[src/rtl/wb_arb_pkg.sv]
// Shared helpers for the WISHBONE arbiter family.
//   f_clog2  : ceiling log2 of a positive integer (f_clog2(1) = 0)
//   f_idx_w  : width of a binary master index, never less than 1
//   f_oh2bin : one-hot (up to 32 bits) to binary index; 0 for an all-zero input
package wb_arb_pkg;

  function automatic int unsigned f_clog2(input int unsigned v);
    int unsigned r;
    r = 0;
    for (int unsigned i = 0; i < 32; i++) begin
      if (v > (32'd1 << i)) r = i + 1;
    end
    return r;
  endfunction

  function automatic int unsigned f_idx_w(input int unsigned n);
    return (n < 2) ? 1 : f_clog2(n);
  endfunction

  // OR of the indices of the set bits, so a zero vector encodes to 0.
  function automatic logic [4:0] f_oh2bin(input logic [31:0] oh);
    logic [4:0] r;
    r = '0;
    for (int unsigned i = 0; i < 32; i++) begin
      if (oh[i]) r = r | 5'(i);
    end
    return r;
  endfunction

endpackage

[src/rtl/wb_rr_pick.sv]
// Combinational winner selection for wb_rr_arbiter_n.
//   i_req     : candidate requests (already masked)
//   i_last    : index of the most recent winner (round-robin origin)
//   i_fixpri  : 1 = lowest index wins, 0 = rotate starting after i_last
//   o_win_oh  : one-hot winner, zero when no candidate
//   o_win_vld : at least one candidate
module wb_rr_pick
  import wb_arb_pkg::*;
#(
  parameter int unsigned NUM_MASTERS = 4,
  parameter int unsigned IDX_W       = f_idx_w(NUM_MASTERS)
) (
  input  logic [NUM_MASTERS-1:0] i_req,
  input  logic [IDX_W-1:0]       i_last,
  input  logic                   i_fixpri,
  output logic [NUM_MASTERS-1:0] o_win_oh,
  output logic                   o_win_vld
);

  always_comb begin : p_pick
    logic        found;
    int unsigned idx;
    o_win_oh = '0;
    found    = 1'b0;
    idx      = 0;
    for (int unsigned k = 0; k < NUM_MASTERS; k++) begin
      // Fixed priority scans 0..N-1; round-robin scans LAST+1.. with wrap.
      idx = i_fixpri ? k : ((32'(i_last) + 1 + k) % NUM_MASTERS);
      if (!found && i_req[IDX_W'(idx)]) begin
        o_win_oh[IDX_W'(idx)] = 1'b1;
        found                 = 1'b1;
      end
    end
  end

  assign o_win_vld = |i_req;

endmodule

[src/rtl/wb_rr_arbiter_n.sv]
// N-master WISHBONE bus arbiter with registered grants.
//   CLK, RST : clock (rising edge), synchronous active-high reset
//   CYC      : per-master bus request
//   MASK     : 1 = master excluded from new arbitration
//   FIXPRI   : 0 = round-robin, 1 = fixed priority (index 0 highest)
//   COMCYC   : granted master is asserting CYC
//   GNT      : binary index of the granted master (0 when none)
//   GNT_OH   : registered one-hot grant
//   GNT_VLD  : any grant held
//   HOLD_TMO : one-cycle pulse when a tenure reaches MAX_HOLD while another
//              unmasked master waits (MAX_HOLD = 0 disables it)
module wb_rr_arbiter_n
  import wb_arb_pkg::*;
#(
  parameter  int unsigned NUM_MASTERS = 4,
  parameter  int unsigned MAX_HOLD    = 0,
  localparam int unsigned IDX_W       = f_idx_w(NUM_MASTERS)
) (
  input  logic                   CLK,
  input  logic                   RST,
  input  logic [NUM_MASTERS-1:0] CYC,
  input  logic [NUM_MASTERS-1:0] MASK,
  input  logic                   FIXPRI,
  output logic                   COMCYC,
  output logic [IDX_W-1:0]       GNT,
  output logic [NUM_MASTERS-1:0] GNT_OH,
  output logic                   GNT_VLD,
  output logic                   HOLD_TMO
);

  logic [NUM_MASTERS-1:0] r_gnt_oh;
  logic [IDX_W-1:0]       r_last;
  logic [NUM_MASTERS-1:0] w_req;
  logic [NUM_MASTERS-1:0] w_win_oh;
  logic                   w_win_vld;
  logic [IDX_W-1:0]       w_win_idx;
  logic                   w_comcyc;

  assign w_req     = CYC & ~MASK;
  assign w_comcyc  = |(CYC & r_gnt_oh);
  assign w_win_idx = IDX_W'(f_oh2bin(32'(w_win_oh)));

  wb_rr_pick #(
    .NUM_MASTERS (NUM_MASTERS),
    .IDX_W       (IDX_W)
  ) u_pick (
    .i_req     (w_req),
    .i_last    (r_last),
    .i_fixpri  (FIXPRI),
    .o_win_oh  (w_win_oh),
    .o_win_vld (w_win_vld)
  );

  // Re-arbitrate on every cycle the bus is not in use, including a stale
  // grant whose owner never raised CYC; a live tenure is never revoked.
  always_ff @(posedge CLK) begin
    if (RST) begin
      r_gnt_oh <= '0;
      r_last   <= IDX_W'(NUM_MASTERS - 1);
    end else if (!w_comcyc) begin
      r_gnt_oh <= w_win_oh;
      if (w_win_vld) r_last <= w_win_idx;
    end
  end

  generate
    if (MAX_HOLD > 0) begin : g_wdog
      localparam int unsigned CNT_W = f_clog2(MAX_HOLD + 1);
      logic [CNT_W-1:0] r_cnt;
      logic             r_tmo_done;
      logic             r_hold_tmo;
      logic             w_sat;
      logic             w_waiter;

      assign w_sat    = (r_cnt == CNT_W'(MAX_HOLD));
      assign w_waiter = |(CYC & ~MASK & ~r_gnt_oh);

      // r_tmo_done limits the pulse to one per tenure even if the waiter
      // only shows up after the counter has saturated.
      always_ff @(posedge CLK) begin
        if (RST) begin
          r_cnt      <= '0;
          r_tmo_done <= 1'b0;
          r_hold_tmo <= 1'b0;
        end else begin
          r_hold_tmo <= 1'b0;
          if (!w_comcyc) begin
            r_cnt      <= '0;
            r_tmo_done <= 1'b0;
          end else begin
            if (!w_sat) r_cnt <= r_cnt + 1'b1;
            if (w_sat && w_waiter && !r_tmo_done) begin
              r_hold_tmo <= 1'b1;
              r_tmo_done <= 1'b1;
            end
          end
        end
      end

      assign HOLD_TMO = r_hold_tmo;
    end else begin : g_no_wdog
      assign HOLD_TMO = 1'b0;
    end
  endgenerate

  assign GNT_OH  = r_gnt_oh;
  assign GNT_VLD = |r_gnt_oh;
  assign GNT     = IDX_W'(f_oh2bin(32'(r_gnt_oh)));
  assign COMCYC  = w_comcyc;

endmodule
[config.mk]
export PLATFORM = sky130hd
export DESIGN_NAME = wb_rr_arbiter_n
export DESIGN_NICKNAME = d
export VERILOG_FILES = /design/src/rtl/wb_arb_pkg.sv /design/src/rtl/wb_rr_pick.sv /design/src/rtl/wb_rr_arbiter_n.sv
export SDC_FILE = /design/constraint.sdc
export NUM_CORES = 1
export LEC_CHECK = 0
export CORE_AREA = 2 2 39 41
export DETAILED_ROUTE_END_ITERATION = 7
export DIE_AREA = 0 0 41 43
export PLACE_DENSITY_LB_ADDON = 0.15
export SLEW_MARGIN = 10
export SYNTH_ARGS = -nofsm -noshare
export SYNTH_HDL_FRONTEND = slang
export SYNTH_SLANG_ARGS = --single-unit
[constraint.sdc]
create_clock -name CLK -period 2.87 [get_ports CLK]
set_input_delay 0.4305 -clock CLK [delete_from_list [all_inputs] [get_ports CLK]]
set_output_delay 0.4305 -clock CLK [all_outputs]
set_load 0.05 [all_outputs]
; ---- Yosys cells after proc, flatten, opt, wreduce, memory -nomap -nowiden
; Cells that the tools add are included.
[totals]
regBits = 6
inputBits = 11
out_inout_bits = 9
elab_cells = 68
[classes]
n_addsub = 4
order_cmp = 8
n_mux = 33
bitwise_logic = 7
reduce_logical = 14
[op_table]
columns = operator, n
row1 = $mux W2, 8
row2 = $mux W4, 4
row3 = $mux W1, 13
row4 = $lt A2 B3 Y1 const B, 4
row5 = $or A4 B4 Y4, 3
row6 = $reduce_or A4 Y1, 3
row7 = $and A4 B4 Y4, 2
row8 = $bmux W1 S2, 4
row9 = $demux W1 S2, 4
row10 = $ge A2 B1 Y1 const B, 4
row11 = $logic_and A1 B1 Y1, 7
row12 = $add A2 B1 Y2 const B, 2
row13 = $add A2 B2 Y2 const B, 2
row14 = $not A4 Y4, 1
row15 = $logic_not A1 Y1, 3
row16 = $reduce_and A2 Y1, 1
row17 = $not A1 Y1, 1

; ---- Depth between registers and ports, before layout
; Gate-level depths: netlist (run 1).
[depth]
ltp_word = 17
depth_mapped = 6
depth_no_buf = 5

; ---- Hierarchy
; A second synthesis (run 1) with hierarchy kept.
[unflattened]
cells_unflattened = 81
hier_area_um2 = 648.1
[by_module_without_submodules]
columns = module, n_inst, cells_per_inst, area_each_um2, seq_area_each_um2
row1 = wb_rr_arbiter_n, 1, 40, 350.3, 120.1
row2 = wb_rr_pick, 1, 41, 297.8, 0.0

; ---- Least setup slack after synthesis (run 1)
; OpenSTA, ideal clock, no wires.
[synth_timing]
kind = register to register
startpoint = reg r_gnt_oh[2] (netlist: GNT_OH[2])
endpoint = reg r_last[1]
setup_time_ns = 0.120
t_arrival_ns = 1.898
required_time_ns = 2.750
setup_slack_ns = 0.851
path_stages_with_launch = 6
n_path_buf = 0
period_less_slack_ns = 2.019
path_cell_list = dfxtp_1 a222oi_1 nand2_2 a31oi_4 and2b_1 a21oi_1
[synth_via]
elab_chain_len = 4
[synth_rtl]
columns = element, line
row1 = from (decl), wb_rr_arbiter_n.sv:31  ; logic [NUM_MASTERS-1:0] r_gnt_oh;
row2 = from (signal assigned), wb_rr_arbiter_n.sv:61  ; r_gnt_oh <= w_win_oh;
row3 = $and A4 B4 Y4, wb_rr_arbiter_n.sv:40  ; assign w_comcyc = |(CYC & r_gnt_oh);
row4 = $reduce_or A4 Y1, wb_rr_arbiter_n.sv:40
row5 = named net COMCYC, wb_rr_arbiter_n.sv:24  ; output logic COMCYC,
row6 = $not A1 Y1 (no source line), n/a
row7 = $reduce_and A2 Y1 (no source line), n/a
row8 = to (signal assigned), wb_rr_arbiter_n.sv:59  ; r_last <= IDX_W'(NUM_MASTERS - 1);
row9 = to (signal assigned), wb_rr_arbiter_n.sv:62  ; if (w_win_vld) r_last <= w_win_idx;
row10 = to (decl), wb_rr_arbiter_n.sv:32  ; logic [IDX_W-1:0] r_last;
; The timed path passes the listed nets, and every way through them passes these cells.
; A chain may end at the register's enable or synchronous reset.

; ---- Worst setup path in the final report (run 1)
[layout_timing]
startpoint = in CYC[2]
endpoint = out COMCYC
[layout_via]
elab_chain_len = 2
[layout_rtl]
columns = element, line
row1 = from (decl), wb_rr_arbiter_n.sv:21  ; input logic [NUM_MASTERS-1:0] CYC,
row2 = $and A4 B4 Y4, wb_rr_arbiter_n.sv:40
row3 = $reduce_or A4 Y1, wb_rr_arbiter_n.sv:40
row4 = to (decl), wb_rr_arbiter_n.sv:24
; No other way between the ends.

==> results of run 1 <==
[sequential cells by signal (all words and copies together) (netlist names)]
register / flops
GNT_OH: 4
r_last: 2
[worst max-delay path: stages]
cell	delay (ns)
clkdlybuf4s50_1	0.41
a222oi_1	0.61
nand2_2	0.22
buf_4	0.24
[metrics by stage]
step	setup WS [ns]	total power [mW]	hold WS, ns	instance area [µm²]	instances
after floorplan	0.851	0.258	0.503	472	64
after global placement	0.541	0.325	0.570	658	96
after detailed placement	0.513	0.325	0.574	658	96
after CTS	0.498	0.403	0.578	681	99
after global routing	0.377	0.423	0.601	681	99
final	0.513	0.399	0.574	681	99
[worst max path at each step]
stage	from	to	slack [ns]	cells after the start
global placement	CYC[2]	COMCYC	0.54	4
CTS	CYC[2]	COMCYC	0.50	4
global route	CYC[2]	COMCYC	0.38	4
finish	CYC[2]	COMCYC	0.51	4
floorplan	GNT_OH[2]	r_last[1]	0.85	5
detailed placement	CYC[2]	COMCYC	0.51	4
[placed cells by master, fill, tap and decap left out, types with 2 or more instances in the layout]
cell / n
a21oi_1: 8
a22o_1: 2
a31oi_1: 2
clkbuf_4: 3
clkdlybuf4s50_1: 17
dfxtp_1: 6
nand2_1: 2
nand2b_1: 3
nand3_1: 2
nor2_1: 10
nor2b_1: 3
nor3_1: 4
o21ai_0: 2
or2_2: 2
[routing by layer]
metal | routed length [µm] | track usage [%]
met1 | 563 | 19.2
met2 | 571 | 26.3
met3 | 134 | 5.76
met4 | 0 | 2.00
met5 | 0 | 0
[power breakdown]
part	internal [mW]	total [mW]	switching, mW
clock network	0.0471	0.0749	0.0278
registers	0.0960	0.115	0.0187
logic	0.0809	0.210	0.129
total	0.224	0.399	0.175
[kinds of logic after synthesis]
| logic type | share of synthesized area (%) |
|---|---|
| AO/OA/AOI/OAI | 32.4 |
| buffers and inverters | 3.18 |
| flip-flops | 25.5 |
| multiplexers | 2.12 |
| other | 0.795 |
| AND/OR/NAND/NOR | 36.1 |
[synth_stat cells, types with 2 or more instances]
| cell | n |
|---|---|
| nand2_1 | 2 |
| a22o_1 | 2 |
| nor2_1 | 10 |
| nor3_1 | 4 |
| o21ai_0 | 2 |
| nand3_1 | 2 |
| or2_2 | 2 |
| nor2b_1 | 3 |
| a31oi_1 | 2 |
| dfxtp_1 | 6 |
| a21oi_1 | 8 |
| nand2b_1 | 3 |
[area by class of cell]
class / instances / area (µm²)
fillers: 154 / 703
multi-input cells: 55 / 337
repair buffers: 18 / 178
flip-flops and latches: 6 / 120
clock buffers: 3 / 22.5
well taps: 16 / 20.0
inverters: 1 / 3.75
==> results.sh, run 1 <==
export IMPL_ctsRootBufferMaster="clkbuf_4"
export IMPL_yosys_area_top_type="dfxtp_1"
export IMPL_synth_warnings=0
export IMPL_insertedDiodeCount=0
export IMPL_grt_max_degree=9
export IMPL_syn_area_um2=472
export IMPL_track_usage_pct=15.8
export IMPL_maxSlewHeadroom_pct=58.0
export IMPL_syn_to_final_growth_pct=44.3
export IMPL_holdPathEnd="GNT_OH[3]"
export IMPL_drive_above_1_share_pct=10.8
export IMPL_drt_wirelength_per_cell_um=12.8
export IMPL_routed_via_count=551
export IMPL_critPathKind="in -> out"
export IMPL_syn_avg_cell_area_um2=7.37
export IMPL_gp_congestion=0.835
export IMPL_clk_pin_slew_ns=0.04
export IMPL_crit_path_end_kind="primary output"
export IMPL_rows=14
export IMPL_layout_min_cycle_time_ns=2.36
export IMPL_syn_num_nets=75
export IMPL_ys_seq_area_share_pct=25.5
export IMPL_finalCritPeriodShare_pct=82.1
export IMPL_drt_first_pass_iters=4
export IMPL_final_setup_tns_ns=0
export IMPL_rr_worst_depth=5
export IMPL_insertion_delay_ns=0.24
export IMPL_status="finished clean"
export IMPL_viasPerCell=5.57
export IMPL_core_region_area_um2=1380
export IMPL_async_flop_share_pct=0
export IMPL_hp_start="GNT_OH[3]"
export IMPL_first_iter_violations=13
export IMPL_grt_pass1_vias=503
export IMPL_final_util_pct=49.2
export IMPL_cts_resized=0
export IMPL_crit_required_ns=2.44
export IMPL_irDropWorstVdd_mv=0.304
export IMPL_reg2reg_slack_ns=1.17
export IMPL_hold_violations=0
export IMPL_synth_area_leaders="dfxtp_1 25%, a21oi_1 8.5%, nor2_1 8.0%, a31oi_4 4.5%, nor3_1 4.2%"
export IMPL_power_density_nw_per_um2=587
export IMPL_fp_dieH_um=43
export IMPL_cts_tree="yes"
export IMPL_synth_distinct_cells=30
export IMPL_synth_edf_count=0
export IMPL_grt_setup_unrepaired="no"
export IMPL_start_util_pct=34.1
export IMPL_arrival_ns=1.93
export IMPL_post_cts_buffers=0
export IMPL_min_path_type="reg -> reg"
export IMPL_clock_skew_ns=0.00379
export IMPL_wl_um=1270
export IMPL_cts_sinks=6
export IMPL_rr_startpoint="GNT_OH[2]"
export IMPL_antenna_found_initial=0
export IMPL_fmax_ghz=0.424
export IMPL_grt_pass1_wl_um=1990
export IMPL_synth_seq_cells=6
export IMPL_post_dp_hpwl_um=977
export IMPL_setup_viol=0
export IMPL_htree_levels=1
export IMPL_synth_ff_type="dfxtp_1"
export IMPL_netlist_instances=64
export IMPL_final_nets=96
export IMPL_worst_slew_pin_slew_ns=0.630
export IMPL_cts_buffers=3
export IMPL_leakage_nw=0.258
export IMPL_cp_start_kind="input port"
export IMPL_worst_path_max_fanout=5
export IMPL_hold_depth=2
export IMPL_drc=0
export IMPL_die_w_um=41
export IMPL_drt_antenna_violating_nets=0
export IMPL_synth_top_area_share_pct=25.5
export IMPL_postCtsHoldBufs=0
export IMPL_maxCapViolCount=0
export IMPL_io_pins=20
export IMPL_overflow=0
export IMPL_drv_slew=0
export IMPL_fp_dieArea_um2=1760
export IMPL_r2r_end="r_last[1]"
export IMPL_cts_buffer_depth=2
export IMPL_io_buffers=18
Note: power is estimated with default switching activity, not from simulation.
==> run 2: changes to the inputs <==
==> constraint.sdc (replaced) <==
create_clock -name CLK -period 2.26 [get_ports CLK]
set_input_delay 0.339 -clock CLK [delete_from_list [all_inputs] [get_ports CLK]]
set_output_delay 0.339 -clock CLK [all_outputs]
set_load 0.05 [all_outputs]
==> results.sh, run 2 (synthesis gave the netlist of run 1 again) <==
export IMPL_clk_pin_slew_ns=0.04
export IMPL_sw_frac_of_total_pct=43.2
export IMPL_combPwrFrac_pct=53.3
export IMPL_drt_wirelength_per_cell_um=12.6
export IMPL_clock_skew_ns=0.000483
export IMPL_grt_pass1_vias=482
export IMPL_critPathKind="in -> out"
export IMPL_drt_first_pass_iters=4
export IMPL_final_nets=97
export IMPL_drc=0
export IMPL_holdPathEnd="GNT_OH[3]"
export IMPL_layout_min_cycle_time_ns=1.99
export IMPL_leakage_nw=0.274
export IMPL_crit_required_ns=1.92
export IMPL_rr_startpoint="r_last[0]"
export IMPL_insertion_delay_ns=0.23
export IMPL_hold_violations=0
export IMPL_hold_depth=2
export IMPL_switching_power_mw=0.219
export IMPL_min_path_type="reg -> reg"
export IMPL_final_cell_mix="16 x clkdlybuf4s50_1, 10 x nor2_1, 8 x a21oi_1"
export IMPL_viasPerCell=5.29
export IMPL_drt_antenna_violating_nets=0
export IMPL_io_buffers=18
export IMPL_r2r_end="r_last[0]"
export IMPL_fmax_ghz=0.502
export IMPL_rows=14
export IMPL_ctsRootBufferMaster="clkbuf_4"
export IMPL_insertedDiodeCount=0
export IMPL_hp_start="GNT_OH[3]"
export IMPL_wl_um=1260
export IMPL_cts_tree="yes"
export IMPL_cts_sinks=6
export IMPL_cts_resized=0
export IMPL_final_util_pct=49.9
export IMPL_fp_dieArea_um2=1760
export IMPL_irDropWorstVdd_mv=0.365
export IMPL_drive_above_1_share_pct=11.9
export IMPL_grt_setup_unrepaired="no"
export IMPL_layout_commonest_cell="clkdlybuf4s50_1"
export IMPL_post_cts_buffers=0
export IMPL_htree_levels=1
export IMPL_p_int_mw=0.287
export IMPL_fp_dieH_um=43
export IMPL_routed_via_count=529
export IMPL_cts_buffers=3
export IMPL_grt_pass1_wl_um=1980
export IMPL_maxSlewHeadroom_pct=66.6
export IMPL_largest_reg_flops=4
export IMPL_post_dp_hpwl_um=957
export IMPL_rr_worst_depth=5
export IMPL_fin_ws_ns=0.266
export IMPL_core_region_area_um2=1380
export IMPL_cp_start_kind="input port"
export IMPL_postCtsHoldBufs=0
export IMPL_final_setup_tns_ns=0
export IMPL_seqPwrFrac_pct=28.7
export IMPL_drv_slew=0
export IMPL_overflow=0
export IMPL_power_density_nw_per_um2=733
export IMPL_start_util_pct=34.1
export IMPL_crit_path_end_kind="primary output"
export IMPL_grt_max_degree=9
export IMPL_arrival_ns=1.65
export IMPL_antenna_found_initial=0
export IMPL_cts_buffer_depth=2
export IMPL_track_usage_pct=15.9
export IMPL_setup_viol=0
export IMPL_die_w_um=41
export IMPL_post_place_ws_ns=0.197
export IMPL_worst_slew_pin_slew_ns=0.500
export IMPL_pwr_share_clk_pct=18.0
export IMPL_maxCapViolCount=0
export IMPL_finalCritPeriodShare_pct=88.2
export IMPL_io_pins=20
export IMPL_syn_to_final_growth_pct=46.4
export IMPL_status="finished clean"
export IMPL_worst_path_max_fanout=5
export IMPL_gp_congestion=0.780
export IMPL_first_iter_violations=5
export IMPL_reg2reg_slack_ns=0.61
## run 2: metrics by stage
stage,total power [mW],area (µm²),std cells,hold slack [ns]
after floorplan,0.328,472,64,0.411
after global placement,0.417,666,97,0.565
after detailed placement,0.417,666,97,0.561
after CTS,0.511,688,100,0.567
after global routing,0.541,691,100,0.608
final,0.506,691,100,0.557
## run 2: worst max-delay path, stage by stage
cell             delay [ns]
clkdlybuf4s50_1        0.42
a222oi_1               0.46
nand2_2                0.20
buf_4                  0.23
## run 2: layout make-up
| type | instances | area (µm²) |
|---|---|---|
| well taps | 16 | 20.0 |
| repair buffers | 19 | 188 |
| multi-input cells | 55 | 337 |
| fillers | 151 | 693 |
| inverters | 1 | 3.75 |
| flip-flops and latches | 6 | 120 |
| clock buffers | 3 | 22.5 |
## run 2: worst max-delay path by stage
stage                     startpoint         to  slack (ns)  depth (start not counted)
after floorplan            GNT_OH[2]  r_last[1]        0.24                          5
after global placement        CYC[1]  r_last[0]        0.19                          6
after detailed placement      CYC[1]  r_last[0]        0.20                          6
after CTS                  GNT_OH[2]    GNT_VLD        0.04                          3
after global routing          CYC[2]     COMCYC        0.16                          4
final                         CYC[2]     COMCYC        0.27                          4
## run 2: metal layers
metal / part of all wire (%) / GRT usage, % / vias to the layer above
li1: - / - / 276
met2: 45 / 24.1 / 18
met5: 0 / 0 / -
met1: 48 / 22.0 / 235
met4: 0 / 4.00 / 0
met3: 7.6 / 3.66 / 0
## run 2: power groups by stage
stage	registers (mW)	clock network (mW)	logic, mW
2_1_floorplan	0.170	0	0.158
3_3_place_gp	0.146	0	0.271
3_5_place_dp	0.147	0	0.271
4_1_cts	0.145	0.0945	0.272
5_1_grt	0.149	0.101	0.291
6_report	0.145	0.0911	0.270
